--- src/rtl/truth_table_sweeper.sv ---
// truth_table_sweeper: steps a 4-bit pattern through a function unit, captures results into a 16-entry buffer.
// Optional SWEEP_SIGNATURE_EN adds a rotate-XOR signature of captured results on SIG_O.
module truth_table_sweeper #(
   parameter int STEP_CYCLES = 50_000_000
) (
   input  logic       CLOCK_50_I,
   input  logic       resetn,
   input  logic       START_I,
   input  logic       STOP_I,
   input  logic       MODE_I,
   output logic [3:0] PATTERN_O,
   input  logic [8:0] RESULT_I,
   input  logic [3:0] READ_ADDR_I,
   output logic [8:0] READ_DATA_O,
   output logic       BUSY_O,
   output logic       DONE_O,
   output logic [7:0] SWEEP_COUNT_O,
   output logic [8:0] SIG_O
);
   typedef enum logic [2:0] {IDLE, APPLY, CAPTURE, ADVANCE, DONE} state_t;
   localparam logic [25:0] LAST = 26'(STEP_CYCLES - 1);
   state_t      state;
   logic [25:0] cnt;
   logic        start_q;
   logic        armed;
   logic [8:0]  mem [16];
   logic        launch;
   // armed needs one low sample after reset so a START held through release cannot launch
   assign launch = START_I & ~start_q & armed;
   always_ff @(posedge CLOCK_50_I) begin
      if (!resetn) begin
         state         <= IDLE;
         PATTERN_O     <= '0;
         cnt           <= '0;
         BUSY_O        <= 1'b0;
         DONE_O        <= 1'b0;
         SWEEP_COUNT_O <= '0;
         start_q       <= 1'b0;
         armed         <= 1'b0;
      end else begin
         start_q <= START_I;
         if (!START_I) armed <= 1'b1;
         if (STOP_I) begin
            state     <= IDLE;
            PATTERN_O <= '0;
            BUSY_O    <= 1'b0;
            DONE_O    <= 1'b0;
         end else begin
            case (state)
               IDLE, DONE: if (launch) begin
                  state     <= APPLY;
                  PATTERN_O <= '0;
                  cnt       <= '0;
                  BUSY_O    <= 1'b1;
                  DONE_O    <= 1'b0;
               end
               APPLY: begin
                  cnt <= cnt + 26'd1;
                  if (cnt == LAST) state <= CAPTURE;
               end
               CAPTURE: state <= ADVANCE;
               ADVANCE: begin
                  cnt <= '0;
                  if (PATTERN_O != 4'hF) begin
                     PATTERN_O <= PATTERN_O + 4'd1;
                     state     <= APPLY;
                  end else begin
                     SWEEP_COUNT_O <= (SWEEP_COUNT_O == 8'hFF) ? SWEEP_COUNT_O : SWEEP_COUNT_O + 8'd1;
                     if (MODE_I) begin
                        PATTERN_O <= '0;
                        state     <= APPLY;
                     end else begin
                        state  <= DONE;
                        BUSY_O <= 1'b0;
                        DONE_O <= 1'b1;
                     end
                  end
               end
               default: state <= IDLE;
            endcase
         end
      end
   end
   always_ff @(posedge CLOCK_50_I) begin
      if (!resetn) begin
         for (int i = 0; i < 16; i++) mem[i] <= '0;
         READ_DATA_O <= '0;
      end else begin
         READ_DATA_O <= mem[READ_ADDR_I];
         if (state == CAPTURE && !STOP_I) mem[PATTERN_O] <= RESULT_I;
      end
   end
`ifdef SWEEP_SIGNATURE_EN
   logic sig_clr;
   assign sig_clr = !STOP_I && ((launch && (state == IDLE || state == DONE)) ||
                                (state == ADVANCE && PATTERN_O == 4'hF && MODE_I));
   always_ff @(posedge CLOCK_50_I) begin
      if (!resetn || sig_clr) SIG_O <= '0;
      else if (state == CAPTURE && !STOP_I) SIG_O <= {SIG_O[7:0], SIG_O[8]} ^ RESULT_I;
   end
`else
   assign SIG_O = '0;
`endif
endmodule

--- config.mk ---
export PLATFORM = sky130hd
export DESIGN_NAME = truth_table_sweeper
export DESIGN_NICKNAME = d
export VERILOG_FILES = /design/src/rtl/truth_table_sweeper.sv
export SDC_FILE = /design/constraint.sdc
export NUM_CORES = 1
export LEC_CHECK = 0
export BUFFER_PORTS_ARGS = -buffer_cell sky130_fd_sc_hd__buf_2
export CAP_MARGIN = 15
export CORE_ASPECT_RATIO = 1.75
export CORE_UTILIZATION = 49
export CTS_CLUSTER_DIAMETER = 150
export DETAILED_ROUTE_END_ITERATION = 7
export PLACE_DENSITY = 0.65
export SLEW_MARGIN = 20
export SYNTH_ARGS = -nofsm -noshare
export SYNTH_HDL_FRONTEND = slang
export SYNTH_SLANG_ARGS = --single-unit
export TNS_END_PERCENT = 100
--- constraint.sdc ---
create_clock -name CLOCK_50_I -period 6.02 [get_ports CLOCK_50_I]
set_clock_uncertainty 0.15 [all_clocks]
set_input_delay 0.903 -clock CLOCK_50_I [delete_from_list [all_inputs] [get_ports CLOCK_50_I]]
set_output_delay 0.903 -clock CLOCK_50_I [all_outputs]
set_load 0.005 [all_outputs]
# ---- Word level (Yosys, flattened, before mapping)
# Memories as Yosys holds them, arrays and structs flattened. A register that Yosys moved wholly into a read port is not among the register bits.
# Index checks and enable logic that the tools add are counted.
dict set report totals {
  register_bits 45
  ramBits 144
  elab_cells 71
  mem_count 1
}
# memory words width rd rd_ports_with_merged_regs wr line
set memory_table {}
lappend memory_table {mem 16 9 1 1 16 26} ;# logic [8:0] mem [16];
dict set report classes {
  n_addsub 3
  eq_ne 12
  n_mux 26
  bitwise_logic 7
  reduce_logical 14
}
# op n
set op_table {}
lappend op_table {{26-bit one-hot mux with 3 select lines} 1}
lappend op_table {{26-bit by 1-bit adder with 26-bit output, second input constant} 1}
lappend op_table {{26-bit equality test, second input constant} 1}
lappend op_table {{26-bit two-way mux} 1}
lappend op_table {{4-bit two-way mux} 4}
lappend op_table {{3-bit two-way mux} 4}
lappend op_table {{3-bit one-hot mux with 4 select lines} 1}
lappend op_table {{1-bit two-way mux} 11}
lappend op_table {{9-bit two-way mux} 1}
lappend op_table {{9-bit OR reduction} 1}
lappend op_table {{8-bit by 1-bit adder with 8-bit output, second input constant} 1}
lappend op_table {{8-bit equality test, second input constant} 1}
lappend op_table {{2-bit != test, second input constant} 4}
lappend op_table {{4-bit one-hot mux with 2 select lines} 1}
lappend op_table {{4-bit AND reduction} 2}
lappend op_table {{3-bit by 2-bit equality test with 1-bit output, second input constant} 2}
lappend op_table {{3-bit AND reduction} 2}
lappend op_table {{1-bit inverter} 5}
lappend op_table {{4-bit by 1-bit adder with 4-bit output, second input constant} 1}
lappend op_table {{4-bit != test, second input constant} 1}
lappend op_table {{1-bit one-hot mux with 2 select lines} 2}
lappend op_table {{2-bit OR reduction} 2}
lappend op_table {{3-bit by 1-bit equality test with 1-bit output, second input constant} 1}
lappend op_table {{3-bit equality test, second input constant} 1}
lappend op_table {{8 further kinds} 10}

# ---- Depth between registers and ports, before layout
# Gate-level depths: netlist (run 1).
dict set report logic_depth {
  depth_word 7
  ltp_mapped 7
}

# ---- Worst setup path before layout (run 1)
# OpenSTA, ideal clock, no wires.
dict set report synth_timing {
  kind {input-to-reg}
  from {input port resetn}
  to {memory mem[10][0], enable pin}
  arrival_ns 2.468
  required_ns 5.483
  setup_slack_ns 3.014
  path_stages 5
  path_cell_list {clkbuf_1 nor2b_1 clkbuf_1 nand3_1 o21ai_0}
}
# item line
set synth_rtl {}
lappend synth_rtl {{start: declaration} 7} ;# input logic resetn,
lappend synth_rtl {{end: declaration} 26}

==> results of run 1 <==
## area by class of cell
class / count / area [sq um]
inverters: 14 / 52.6
flip-flops and latches: 198 / 5410
well taps: 238 / 298
clock buffers: 21 / 473
repair buffers: 43 / 225
fillers: 1599 / 8420
multi-input cells: 467 / 3540
clock inverters: 11 / 78.8
## state kept, by name, indices dropped and copies added, names as in the netlist, 3 cells and up
register	flops
SWEEP_COUNT_O	8
cnt	26
READ_DATA_O	9
mem	144
state	3
PATTERN_O	4
## how the worst min path moves through the flow
stage,startpoint,endpoint,slack [ps],cells after the start
3_5_place_dp,armed,armed,310,2
6_report,BUSY_O,BUSY_O,310,2
5_1_grt,BUSY_O,BUSY_O,330,2
4_1_cts,armed,armed,320,2
2_1_floorplan,armed,armed,280,2
3_3_place_gp,armed,armed,290,2
## worst max-delay path, stage by stage
cell      delay, ps
buf_2            70
buf_4           370
nor2b_1         490
nand3_1         470
nor3_1          690
nand2b_1        450
## cells in the mapped netlist (all sizes together) (3+ instances only)
cell and instances:
and2 147, edfxtp 144, dfxtp 54, mux4 36, clkbuf 35, a21oi 32
mux2i 25, nand2 22, o21ai 22, or4 20, nor2 19, buf 18
nand3 18, o31ai 18, inv 14, o211ai 12, nand2b 10, o22ai 9
nor3 7, nor4 7, ha 6, and3 5, nand4 5, or3 5
nand3b 4, a211oi 3, and4 3, nor2b 3
## report_power, final
| group | switching [mW] | leakage, nW | internal (mW) |
|---|---|---|---|
| combinational | 0.0996 | 1.38 | 0.0604 |
| clock | 0.489 | 0.278 | 0.566 |
| sequential | 0.0238 | 1.86 | 1.51 |
## logic make-up after synthesis
logic type	count (synthesis)
AND/OR/NAND/NOR	283
buffers and inverters	67
flip-flops	198
adder cells (fa/ha/maj)	6
XOR/XNOR	1
other	1
multiplexers	63
AO/OA/AOI/OAI	105
## metal layers
layer / global-route usage (%) / vias to the layer above / part of all wire [%] / wire length [um]
li1: - / 2724 / - / -
met1: 24.2 / 2933 / 34 / 7630
met2: 48.8 / 122 / 59 / 13400
met3: 3.86 / 47 / 3.0 / 674
met4: 11.8 / 0 / 3.8 / 844
met5: 0 / - / 0 / 0
==> metrics.cfg, run 1 <==
[setup_path]
cp-endpoint=mem[0][1]
crit_path_end_kind=flop
crit_fanout=37
start_kind=input pin
arrival_ps=3480
worstReg2RegStart=state[1]
r2r_setup_slack_ps=2980
critPathRequiredTime_ps=5950
rr_endpoint=mem[0][1]
startpoint=resetn
critical_path_class=in -> reg
reg2reg_depth=4

[yosys]
syn_area_sq_um=9230
ys_seq_elements=198
yosys.area_share.simple_pct=18.4
ys_types=50
synthAdderAreaFrac_pct=0.814
netlist_instances=724
synth_largest_area_cell=edfxtp_1
synth_top_family_by_area=simple AND/OR/NAND/NOR gates
synth_compound_area_share_pct=7.01
synthMuxAreaShare_pct=11.8
yosys.area.top_type_share_pct=46.9
ys.warnings.count=0
ys_top_cells_by_area=edfxtp_1, dfxtp_1, and2_1
synth-main-ff-cell=edfxtp_1
yosysSeqAreaShare_pct=58.6
synth_edf_count=144
postSynthAreaPerCell_sq_um=12.7
yosys.area_share.xor_xnor_pct=0.0949
synthArstFlopShare_pct=0

[clocking]
post-cts-setup-buffer-count=0
clk_pin_slew_ps=70
post_cts_resized=0
clk_path_buf_depth=2
cts_root_buffer=clkbuf_16
tritoncts=built
clock_latency_ps=430
cts-hold-fix-buffers=0
htreeDepth=4
cts_made_buffers=17
clock-sinks=198

[grt]
grt_max_degree=38
grt_usage_pct=24.6
grt_pass1_vias=5929
grt.overflow.total=0
antenna_found_initial=0
grt_first_pass_wirelength_um=34300

[placement]
io_buffers=40
post-place-cells=960
place_congestion=0.834
place_area_sq_um=9520
pre_cts_ws_ps=2110
dp_hpwl_um=16100

[sta]
hold_ws_ps=314
finalSetupViolCount=0
max_freq_ghz=0.282
drv_slew=0
worst_pin_slew_ps=952
fin_crit_sh_pct=58.8
rsz0062_at_grt=no
tns_ps=0
relSlewSlack_pct=36.1
period_needed_ps=3540
hold_viol=0
setup_ws_ps=2480

[drt]
wl_per_cell_um=22.7
final_antenna_net_count=0
drt_first_pass_iters=4
dr_total_vias=5826
initialDrtViolationCount=266
totalWireLength_um=22500
drc=0
vias_per_cell=5.87

[floorplan]
start_util_pct=49.9
dieArea_sq_um=19400
pin_count=50
core_area_sq_um=18500
placementRows=66
die_x_um=106
die_height_um=184

[power]
power.density_nw_per_um2=272
ir_drop_mv=0.154
leakage_nw=3.53
total_power_mw=2.74

[final_layout]
n_antenna_cell=0
drive_gt1_share_pct=15.0
layout_commonest_cell=and2_1
mostFrequentLayoutCells=and2_1, edfxtp_1, dfxtp_1
post-route-cell-area_sq_um=10100
area_delta_synth_final_pct=9.24
fin_util_pct=54.5
stdcell_count=992
nets=765

[status]
status=completed

[hold_path]
hold_class=reg -> reg

[run]
drv_cap=0

(Power assumes the default switching activity.)
==> run 2: changes to the inputs <==
==> constraint.sdc (replaced) <==
create_clock -name CLOCK_50_I -period 3.45 [get_ports CLOCK_50_I]
set_clock_uncertainty 0.15 [all_clocks]
set_input_delay 0.5175 -clock CLOCK_50_I [delete_from_list [all_inputs] [get_ports CLOCK_50_I]]
set_output_delay 0.5175 -clock CLOCK_50_I [all_outputs]
set_load 0.005 [all_outputs]
==> metrics.cfg, run 2 (synthesis gave the netlist of run 1 again) <==
[clocking]
cts_root_buffer=clkbuf_16
cts-hold-fix-buffers=0
clk_path_buf_depth=2
htreeDepth=4
post_cts_resized=0
tritoncts=built
post-cts-setup-buffer-count=0
clock-sinks=198
cts_made_buffers=17
clk_pin_slew_ps=70
clock_latency_ps=440

[floorplan]
die_height_um=184
start_util_pct=49.9
dieArea_sq_um=19400
core_area_sq_um=18500
die_x_um=106
placementRows=66
pin_count=50

[final_layout]
fillers=1580
n_antenna_cell=0
fin_util_pct=55.5
drive_gt1_share_pct=17.3
reg_top3=mem (144), cnt (26), READ_DATA_O (9)
area_delta_synth_final_pct=11.2
largest_reg_flops=144
nets=786
mostFrequentLayoutCells=and2_1, edfxtp_1, dfxtp_1
regArea_sq_um=5410
largest-register=mem
layout_commonest_cell=and2_1
stdcell_count=1013
multi_input_area_sq_um=3540

[drt]
totalWireLength_um=21400
vias_per_cell=5.78
final_antenna_net_count=0
initialDrtViolationCount=341
dr_total_vias=5854
drt_first_pass_iters=4
wl_per_cell_um=21.1
drc=0

[sta]
drv_slew=0
rsz0062_at_grt=no
worst_pin_slew_ps=940
fin_crit_sh_pct=74.1
period_needed_ps=2560
relSlewSlack_pct=36.8
max_freq_ghz=0.391
finalSetupViolCount=0
tns_ps=0
hold_viol=0
hold_ws_ps=137

[setup_path]
critPathRequiredTime_ps=3380
crit_path_end_kind=flop
arrival_ps=2490
worstReg2RegStart=state[1]
reg2reg_depth=5
r2r_setup_slack_ps=890
start_kind=flop
cp_cell_sequence=nor3b_1 -> nand3_1 -> nor3_1 -> buf_4 -> nand2b_1
crit_fanout=10
critical_path_class=reg -> reg
max_stage_delay_ps=490
rr_endpoint=mem[0][6]
slowest_stage=dfxtp_1

[hold_path]
holdPathEnd=armed
whs_path_depth=2
worstHoldStart=START_I
hold_class=in -> reg

[grt]
grt_max_degree=37
grt_pass1_vias=6005
grt_first_pass_wirelength_um=33200
antenna_found_initial=0
grt.overflow.total=0
grt_usage_pct=23.2

[placement]
place_congestion=0.806
post-place-cells=981
io_buffers=40
dp_hpwl_um=15400

[power]
leakage_nw=3.64
total_power_mw=4.86
power.density_nw_per_um2=474
ir_drop_mv=0.281

[run]
drv_cap=0

[status]
status=completed

[run 2: area by class of cell]
class / instances / area share (%)
inverter: 14 / 0.512
tap: 238 / 2.90
clock inverter: 9 / 0.671
timing repair buffer: 64 / 3.83
sequential: 198 / 52.7
clock buffer: 23 / 4.88
multi-input combinational: 467 / 34.5
[run 2: worst max-delay path: cells and delay by family, from the launching register on]
family | cells | cell delay [ps]
buffers and inverters | 1 | 190
flip-flops | 1 | 490
AND/OR/NAND/NOR | 4 | 1370
[run 2: how the worst max path moves through the flow]
stage | start | to | slack [ps] | cells past startpoint
floorplan | resetn | mem[14][0] | 830 | 5
global placement | STOP_I | mem[0][7] | 930 | 7
detailed placement | STOP_I | mem[0][6] | 830 | 7
CTS | state[1] | mem[0][6] | 920 | 5
global route | state[1] | mem[2][0] | 770 | 5
finish | state[1] | mem[0][6] | 890 | 5
[run 2: power breakdown]
group	total, mW	internal [mW]	switching, mW
combinational	0.297	0.118	0.180
clock	1.91	1.03	0.881
sequential	2.65	2.62	0.0240
total	4.86	3.78	1.08
[run 2: per-stage QoR]
step,setup slack [ps],area [sq um]
final,893,10300
after global routing,769,10300
after CTS,918,10300
after detailed placement,834,9690
after global placement,929,9690
after floorplan,830,9260
[run 2: metal layers]
metal,vias up,GRT usage (%),routed length [um]
met3,35,3.65,669
met4,0,9.89,628
met2,130,46.1,12500
li1,2769,-,-
met5,-,0,0
met1,2920,23.4,7570
